`src/rtl/pwm_pkg.sv`:
```
// Shared definitions for the PWM counter and the PWM generator that consumes count_val.
package pwm_pkg;

    localparam int CNT_W_DEF = 16;
    localparam int PSC_W_DEF = 8;

    typedef enum logic {
        DIR_DOWN = 1'b0,
        DIR_UP   = 1'b1
    } dir_e;

    // Bit positions inside the functions field of the PWM control word.
    localparam int FN_EN_BIT  = 0;
    localparam int FN_DIR_BIT = 1;
    localparam int FN_CLR_BIT = 2;
    localparam int FN_POL_BIT = 3;
    localparam int FN_W       = 4;

endpackage

```
`src/rtl/pwm_prescaler.sv`:
```
// Clock divider: raises tick once every prescale+1 enabled cycles.
module pwm_prescaler
    import pwm_pkg::*;
#(
    parameter int PSC_W = PSC_W_DEF
) (
    input  logic             clk,
    input  logic             rst_n,
    input  logic             en,
    input  logic             clr,
    input  logic [PSC_W-1:0] prescale,
    output logic             tick
);

    logic [PSC_W-1:0] psc_cnt;

    // >= rather than == so a prescale lowered below the running count recovers at once.
    assign tick = en && (psc_cnt >= prescale);

    always_ff @(posedge clk or negedge rst_n) begin
        if (!rst_n) begin
            psc_cnt <= '0;
        end else if (clr) begin
            psc_cnt <= '0;
        end else if (en) begin
            psc_cnt <= tick ? '0 : psc_cnt + 1'b1;
        end
    end

endmodule

```
`src/rtl/pwm_counter.sv`:
```
// Up/down period counter with wrap pulse for the PWM generator.
// Define PWM_CNT_SHADOW_EN to latch period/prescale into shadow registers.
module pwm_counter
    import pwm_pkg::*;
#(
    parameter int CNT_W = CNT_W_DEF,
    parameter int PSC_W = PSC_W_DEF
) (
    input  logic             clk,
    input  logic             rst_n,
    input  logic             en,
    input  logic             count_reset,
    input  logic             upnotdown,
    input  logic [CNT_W-1:0] period,
    input  logic [PSC_W-1:0] prescale,
    output logic [CNT_W-1:0] count_val,
    output logic             ovf
);

    logic [CNT_W-1:0] per_act;
    logic [PSC_W-1:0] psc_act;
    logic             tick;
    logic [CNT_W:0]   nxt;
    logic             wrap;

    // Returns {wrap, next value}; out-of-range counts are folded back on the wrap path.
    function automatic logic [CNT_W:0] next_count(
        input logic [CNT_W-1:0] cnt,
        input logic [CNT_W-1:0] per,
        input logic             dir
    );
        if (dir == DIR_UP) begin
            if (cnt >= per) return {1'b1, {CNT_W{1'b0}}};
            else            return {1'b0, cnt + 1'b1};
        end else begin
            if (cnt == '0 || cnt > per) return {1'b1, per};
            else                        return {1'b0, cnt - 1'b1};
        end
    endfunction

    pwm_prescaler #(
        .PSC_W    (PSC_W)
    ) u_prescaler (
        .clk      (clk),
        .rst_n    (rst_n),
        .en       (en),
        .clr      (count_reset),
        .prescale (psc_act),
        .tick     (tick)
    );

    assign nxt  = next_count(count_val, per_act, upnotdown);
    assign wrap = tick && nxt[CNT_W];

    always_ff @(posedge clk or negedge rst_n) begin
        if (!rst_n) begin
            count_val <= '0;
            ovf       <= 1'b0;
        end else if (count_reset) begin
            count_val <= '0;
            ovf       <= 1'b0;
        end else if (tick) begin
            count_val <= nxt[CNT_W-1:0];
            ovf       <= nxt[CNT_W];
        end else begin
            ovf       <= 1'b0;
        end
    end

`ifdef PWM_CNT_SHADOW_EN
    logic [CNT_W-1:0] per_sh;
    logic [PSC_W-1:0] psc_sh;

    // New settings only take hold at a cycle boundary, on clear, or while stopped.
    always_ff @(posedge clk or negedge rst_n) begin
        if (!rst_n) begin
            per_sh <= '0;
            psc_sh <= '0;
        end else if (count_reset || !en || wrap) begin
            per_sh <= period;
            psc_sh <= prescale;
        end
    end

    assign per_act = per_sh;
    assign psc_act = psc_sh;
`else
    assign per_act = period;
    assign psc_act = prescale;
`endif

endmodule

```
`config.mk`:
```
export PLATFORM = sky130hd
export DESIGN_NAME = pwm_counter
export DESIGN_NICKNAME = d
export VERILOG_FILES = /design/src/rtl/pwm_pkg.sv /design/src/rtl/pwm_prescaler.sv /design/src/rtl/pwm_counter.sv
export SDC_FILE = /design/constraint.sdc
export NUM_CORES = 1
export LEC_CHECK = 0
export CORE_ASPECT_RATIO = 1.75
export CORE_MARGIN = 4
export CORE_UTILIZATION = 49
export CTS_CLUSTER_SIZE = 12
export DETAILED_ROUTE_END_ITERATION = 12
export GPL_TIMING_DRIVEN = 0
export PLACE_DENSITY = 0.76
export SLEW_MARGIN = 40
export SYNTH_ARGS = -nofsm -noshare
export SYNTH_HDL_FRONTEND = slang
export SYNTH_SLANG_ARGS = --single-unit
```
`constraint.sdc`:
```
create_clock -name clk -period 2.3 [get_ports clk]
set_input_delay 0.575 -clock clk [delete_from_list [all_inputs] [get_ports clk]]
set_output_delay 0.575 -clock clk [all_outputs]
set_load 0.01 [all_outputs]
```
# --- Word-level counts from Yosys, hierarchy flattened ---
# Index checks and enable logic that the tools add are counted.
word_totals:
  input_bits: 29
  wordCells: 24
  n_memories: 0
  ff_bits: 25
  ramBits: 0
  out_inout_bits: 17
  latch_bits: 0
  romBits: 0
classes:
  eq_ne: 0
  muxes: 10
  reduce_logical: 5
  bitwise: 0
  shift: 0
  magnitude_cmp: 3
  addsub: 3
  div_mod_pow: 0
  mul: 0
op_table:
  columns: ["cell", "count"]
  rows:
  - ["$mux 17", 3]
  - ["$mux 16", 2]
  - ["$mux 8", 3]
  - ["$add 16x1->16 const B", 1]
  - ["$ge 16x16->1", 1]
  - ["$gt 16x16->1", 1]
  - ["$logic_not 16->1", 1]
  - ["$sub 16x1->16 const B", 1]
  - ["$add 8x1->8 const B", 1]
  - ["$ge 8x8->1", 1]
  - ["$reduce_bool 2->1", 2]
  - ["$mux 1", 2]
  - ["$logic_and 1x1->1", 1]
  - ["$logic_or 1x1->1", 1]

# --- Depth between registers and ports, before layout ---
depth:
  ltp_word: 6
  ltp_mapped: 11
  ltp_nobuf: 9

# --- By module ---
# A second synthesis with hierarchy kept.
unflattened:
  hier_cells: 365
  area_unflattened_um2: 2925.3
by_module_without_submodules:
  columns: ["module", "seq_area_each_um2", "area_per_inst_um2", "cells_per_inst", "instances"]
  rows:
  - ["pwm_counter", 425.4, 2250.9, 286, 1]
  - ["pwm_prescaler", 200.2, 674.4, 79, 1]

# --- Worst setup path after synthesis ---
# Ideal clock, no wire load.
synth_path:
  path_type: "input port to flip-flop"
  from: "input period[14]"
  to: "register count_val[1]"
  arrival_time_ns: 2.457
  stages: 10
  slack_ns: -0.297
  required_ns: 2.161
  n_path_buf: 1
  setup_time_ns: 0.139
  cell_sequence: "inv_1 > ha_1 > nand4_1 > nor4_2 > a21bo_2 > nand4_1 > buf_2 > nor2_1 > nor4_1 > a211oi_1"
synth_between:
  elab_chain_len: 6
  word_cells_on_any_way: 8
  classes_between: "2 x order compare; 5 x mux; 1 x reduce/logical"
synth_lines:
  columns: ["element", "line", "text"]
  rows:
  - ["start: declaration", "pwm_counter.sv:14", "input logic [CNT_W-1:0] period,"]
  - ["$gt 16x16->1", "pwm_counter.sv:36", "if (cnt == '0 || cnt > per) return {1'b1, per};"]
  - ["$logic_or 1x1->1", "pwm_counter.sv:36", null]
  - ["$mux 17", "pwm_counter.sv:36", null]
  - ["$mux 17 *", "pwm_counter.sv:32", "if (dir == DIR_UP) begin"]
  - ["$mux 16 *", "pwm_counter.sv:62", "end else if (tick) begin"]
  - ["$mux 16 *", "pwm_counter.sv:59", "end else if (count_reset) begin"]
  - ["end signal: assignment", "pwm_counter.sv:63", "count_val <= nxt[CNT_W-1:0];"]
  - ["end: declaration", "pwm_counter.sv:16", "output logic [CNT_W-1:0] count_val,"]
# Mark *: on every way between the ends. The rest lies on a longest branch, timed or not. The select of a mux whose other input is x is not followed.
# A chain may end at the register's enable or synchronous reset.

# --- Final worst setup path ---
layout_path:
  from: "input period[8]"
  to: "register count_val[14]"
# Same word-level chain as after synthesis.

==> summary.md <==
| Metric | Value |
|---|---|
| Final Core Density | `0.744` |
| Final ANT Viol Nets | `0` |
| Syn Nets | `421` |
| Placed cells | `about 480` |
| Overflow after GRT | `0` |
| Reg clk slew, reported paths | `around 0.090 ns` |
| Residual DRC count | `0` |
| Num ports | `46` |
| Worst min path class | `input port to async pin` |
| Slowest CP cell | `a31oi_4` |
| Die area | `~7000 sq um` |
| Syn_area_per_cell | `7.61 sq um` |
| Clock latency on the worst-skew pair | `between 0.2 and 0.3 ns` |
| Setup TNS | `-5.00 ns` |
| Most frequent cells in the layout | `nand2_1 (29), nor2_1 (28), buf_4 (28)` |
| Ant diodes | `0` |
| Endpoints failing setup | `18` |
| Initial antenna violation count | `0` |
| Unrepaired setup endpoints after global routing | `true` |
| WHS | `approximately 0.31 ns` |
| Die Y | `about 110 um` |
| Post-synth top area cell | `dfrtp_1` |
| Worst setup margin | `-0.370 ns` |
| Status | `finished, violations left` |
| Worst setup SP type | `input port` |
| Die W | `64.8 um` |
| Post-DP HPWL | `between 6 and 7 mm` |
| Final Cycle Share | `1.16` |
| Power per cell area | `265 nW/um^2` |
| Seq/Total Area, Yosys | `0.226` |
| Setup Crit Path Kind | `input port to register` |
| Peak supply drop | `around 180 uV` |
| Number of synthesized flops with an enable pin | `0` |
| CTS tree | `yes` |
| Total CTS buffers | `3` |
| Layout Skew | `between 0.006 and 0.007 ns` |
| Dominant synthesized flop cell | `dfrtp_1` |
| FMAX | `375 MHz` |
| Yosys reg bits | `25` |
| First-pass GRT wire length | `around 16 mm` |
| Drt pass-1 iters | `5` |
| Rows | `36` |
| Failing checks | `setup timing` |
| Leakage | `about 1.7 nW` |
| Post-synthesis cell area | `between 2000 and 3000 sq um` |
| Slew @ Worst Pin | `~0.7 ns` |
| Worst Path Required | `around 2.5 ns` |
| Worst path max stage delay | `around 0.33 ns` |
| Post-Route WL | `around 10 mm` |
| Post-synth cell types | `57` |
| Yosys warnings | `0` |
| Hold Fails Final Rpt | `0` |
| Synth top area share | `0.226` |
| Total core area | `between 5000 and 6000 sq um` |
| Crit path time final | `between 2 and 3 ns` |
| Fraction of layout cells with a size suffix above 1 | `0.327` |
| Starting Density | `0.500` |
| Port Buffers | `44` |
| Commonest non-fill, non-tap cell in the layout | `nand2_1` |
| FFs w/ async S/R, synth | `1.00` |
| RePlAce Congestion | `just under 1` |
| Syn-to-layout area delta | `48.9%` |
| Slew Viols, Final | `0` |
| Worst path cell trace | `dlygate4sd2_1, inv_2, ha_4, nand2_4, nor4_4, a21bo_2, a31oi_4, nand2b_4, buf_12, a21oi_4, a311oi_2` |
| Mapped Cells | `about 360` |
| Critical Path Fanout Max | `7` |
| Avg WL per Cell | `a little under 20 um` |
| DR iter-0 viols | `167` |
| Vias in the first global route | `around 3.3k` |
| Slew HR | `0.521` |
| CTS max path bufs | `2` |
| Max-cap violations | `0` |
| Vias/cell | `around 6.3` |
| H-tree lvl count | `1` |
| Clock Sink Count | `25` |
| Largest net degree at the start of global routing | `26` |
| Total GRT Usage | `0.297` |
| Arr. time, crit path | `between 2 and 3 ns` |
| Nets | `between 400 and 500` |
| Synth top area cells | `dfrtp_1 (23%), ha_1 (13%), a21oi_1 (5.2%), nor2_1 (4.5%), inv_1 (4.3%)` |
| CP Capture Type | `register` |
| DR vias | `between 3k and 4k` |
| Final std cells w/o fill | `517` |
| CTS root buf | `clkbuf_8` |
==> stage by stage <==
step                      setup WS [ns]  power (mW)  area [sq um]
final                            -0.370        1.09          4120
after global routing             -0.447        1.15          4120
after CTS                        -0.344        1.06          3980
after detailed placement          -1.34       0.739          3440
after global placement            -1.36       0.734          3440
after floorplan                  -0.182       0.623          2910
==> layout make-up <==
| cell class | count | area [sq um] |
|---|---|---|
| Clock buffer | 4 | 45.0 |
| Multi-Input combinational cell | 282 | 2360 |
| Timing Repair Buffer | 77 | 693 |
| Sequential cell | 25 | 629 |
| Inverter | 32 | 135 |
| Fill cell | 423 | 1420 |
| Buffer | 21 | 161 |
| Tap cell | 76 | 95.1 |
==> report_power, final <==
part	switching (mW)	leakage (nW)	internal, mW
Combinational	0.203	1.35	0.158
Clock	0.155	0.0228	0.124
Sequential	0.00698	0.343	0.444
Total	0.366	1.71	0.726
==> kinds of logic (layout without fill, tap and decap cells) <==
family	count (synthesis)	in the layout	share of synthesized area
compound gates	94	94	0.234
fa+ha+maj	28	28	0.127
simple gates	145	145	0.274
xor+xnor	12	12	0.0380
buf+inv	57	134	0.0908
mux	3	3	0.0108
flops	25	25	0.226
==> cell usage after synthesis, drive strengths merged (4+ instances only) <==
| library cell | instances |
|---|---|
| or3 | 7 |
| ha | 28 |
| nor4 | 9 |
| dfrtp | 25 |
| a2111oi | 4 |
| o22ai | 5 |
| o211ai | 5 |
| o21ai | 13 |
| a211oi | 6 |
| nor2 | 35 |
| clkbuf | 17 |
| a311oi | 6 |
| xnor2 | 8 |
| a21oi | 30 |
| nor3 | 18 |
| nand3 | 16 |
| nand2 | 32 |
| a31oi | 4 |
| inv | 32 |
| nand4 | 7 |
| xor2 | 4 |
| buf | 8 |
| a22oi | 5 |
==> timing repair <==
action | 4_1_cts | 5_1_grt
endpoints found under the hold margin | 0 | 0
gates resized for setup | 119 | 30
setup buffers | 29 | 4
endpoints found under the setup margin | 25 | 18
hold buffers | 0 | 0
gates cloned | 1 | 0
pin swaps | 32 | 26
==> final timing paths <==
path                                   startpoint                      to  slack (ns)  depth (start not counted)
max in group asynchronous                   rst_n            count_val[6]        1.55                          1
setup / recovery                        period[8]           count_val[14]       -0.37                         11
hold / removal                              rst_n  u_prescaler.psc_cnt[5]        0.31                          1
min in group clk           u_prescaler.psc_cnt[7]  u_prescaler.psc_cnt[7]        0.56                          2
hold reg to reg            u_prescaler.psc_cnt[7]  u_prescaler.psc_cnt[7]        0.56                          2
setup reg to reg                     count_val[7]           count_val[14]       -0.35                          9
==> routing by layer <==
layer | GRT usage | up-vias | part of all wire | wire, um
li1 | - | 1488 | - | -
met1 | 0.329 | 1553 | 0.35 | 3440
met2 | 0.523 | 161 | 0.53 | 5250
met3 | 0.0282 | 51 | 0.064 | 635
met4 | 0.197 | 0 | 0.064 | 636
met5 | 0 | - | 0 | 0
==> flip-flops by register name, indices dropped and copies added (netlist names) <==
| register | cells |
|---|---|
| count_val | 16 |
| ovf | 1 |
| u_prescaler.psc_cnt | 8 |
==> worst max-delay path: cells and delay by family <==
family	cells	cell delay (ns)
adder cells (fa/ha/maj)	1	0.26
AO/OA/AOI/OAI	4	0.94
buffers and inverters	3	0.44
AND/OR/NAND/NOR	3	0.64
Power figures use the tool's default switching activity.
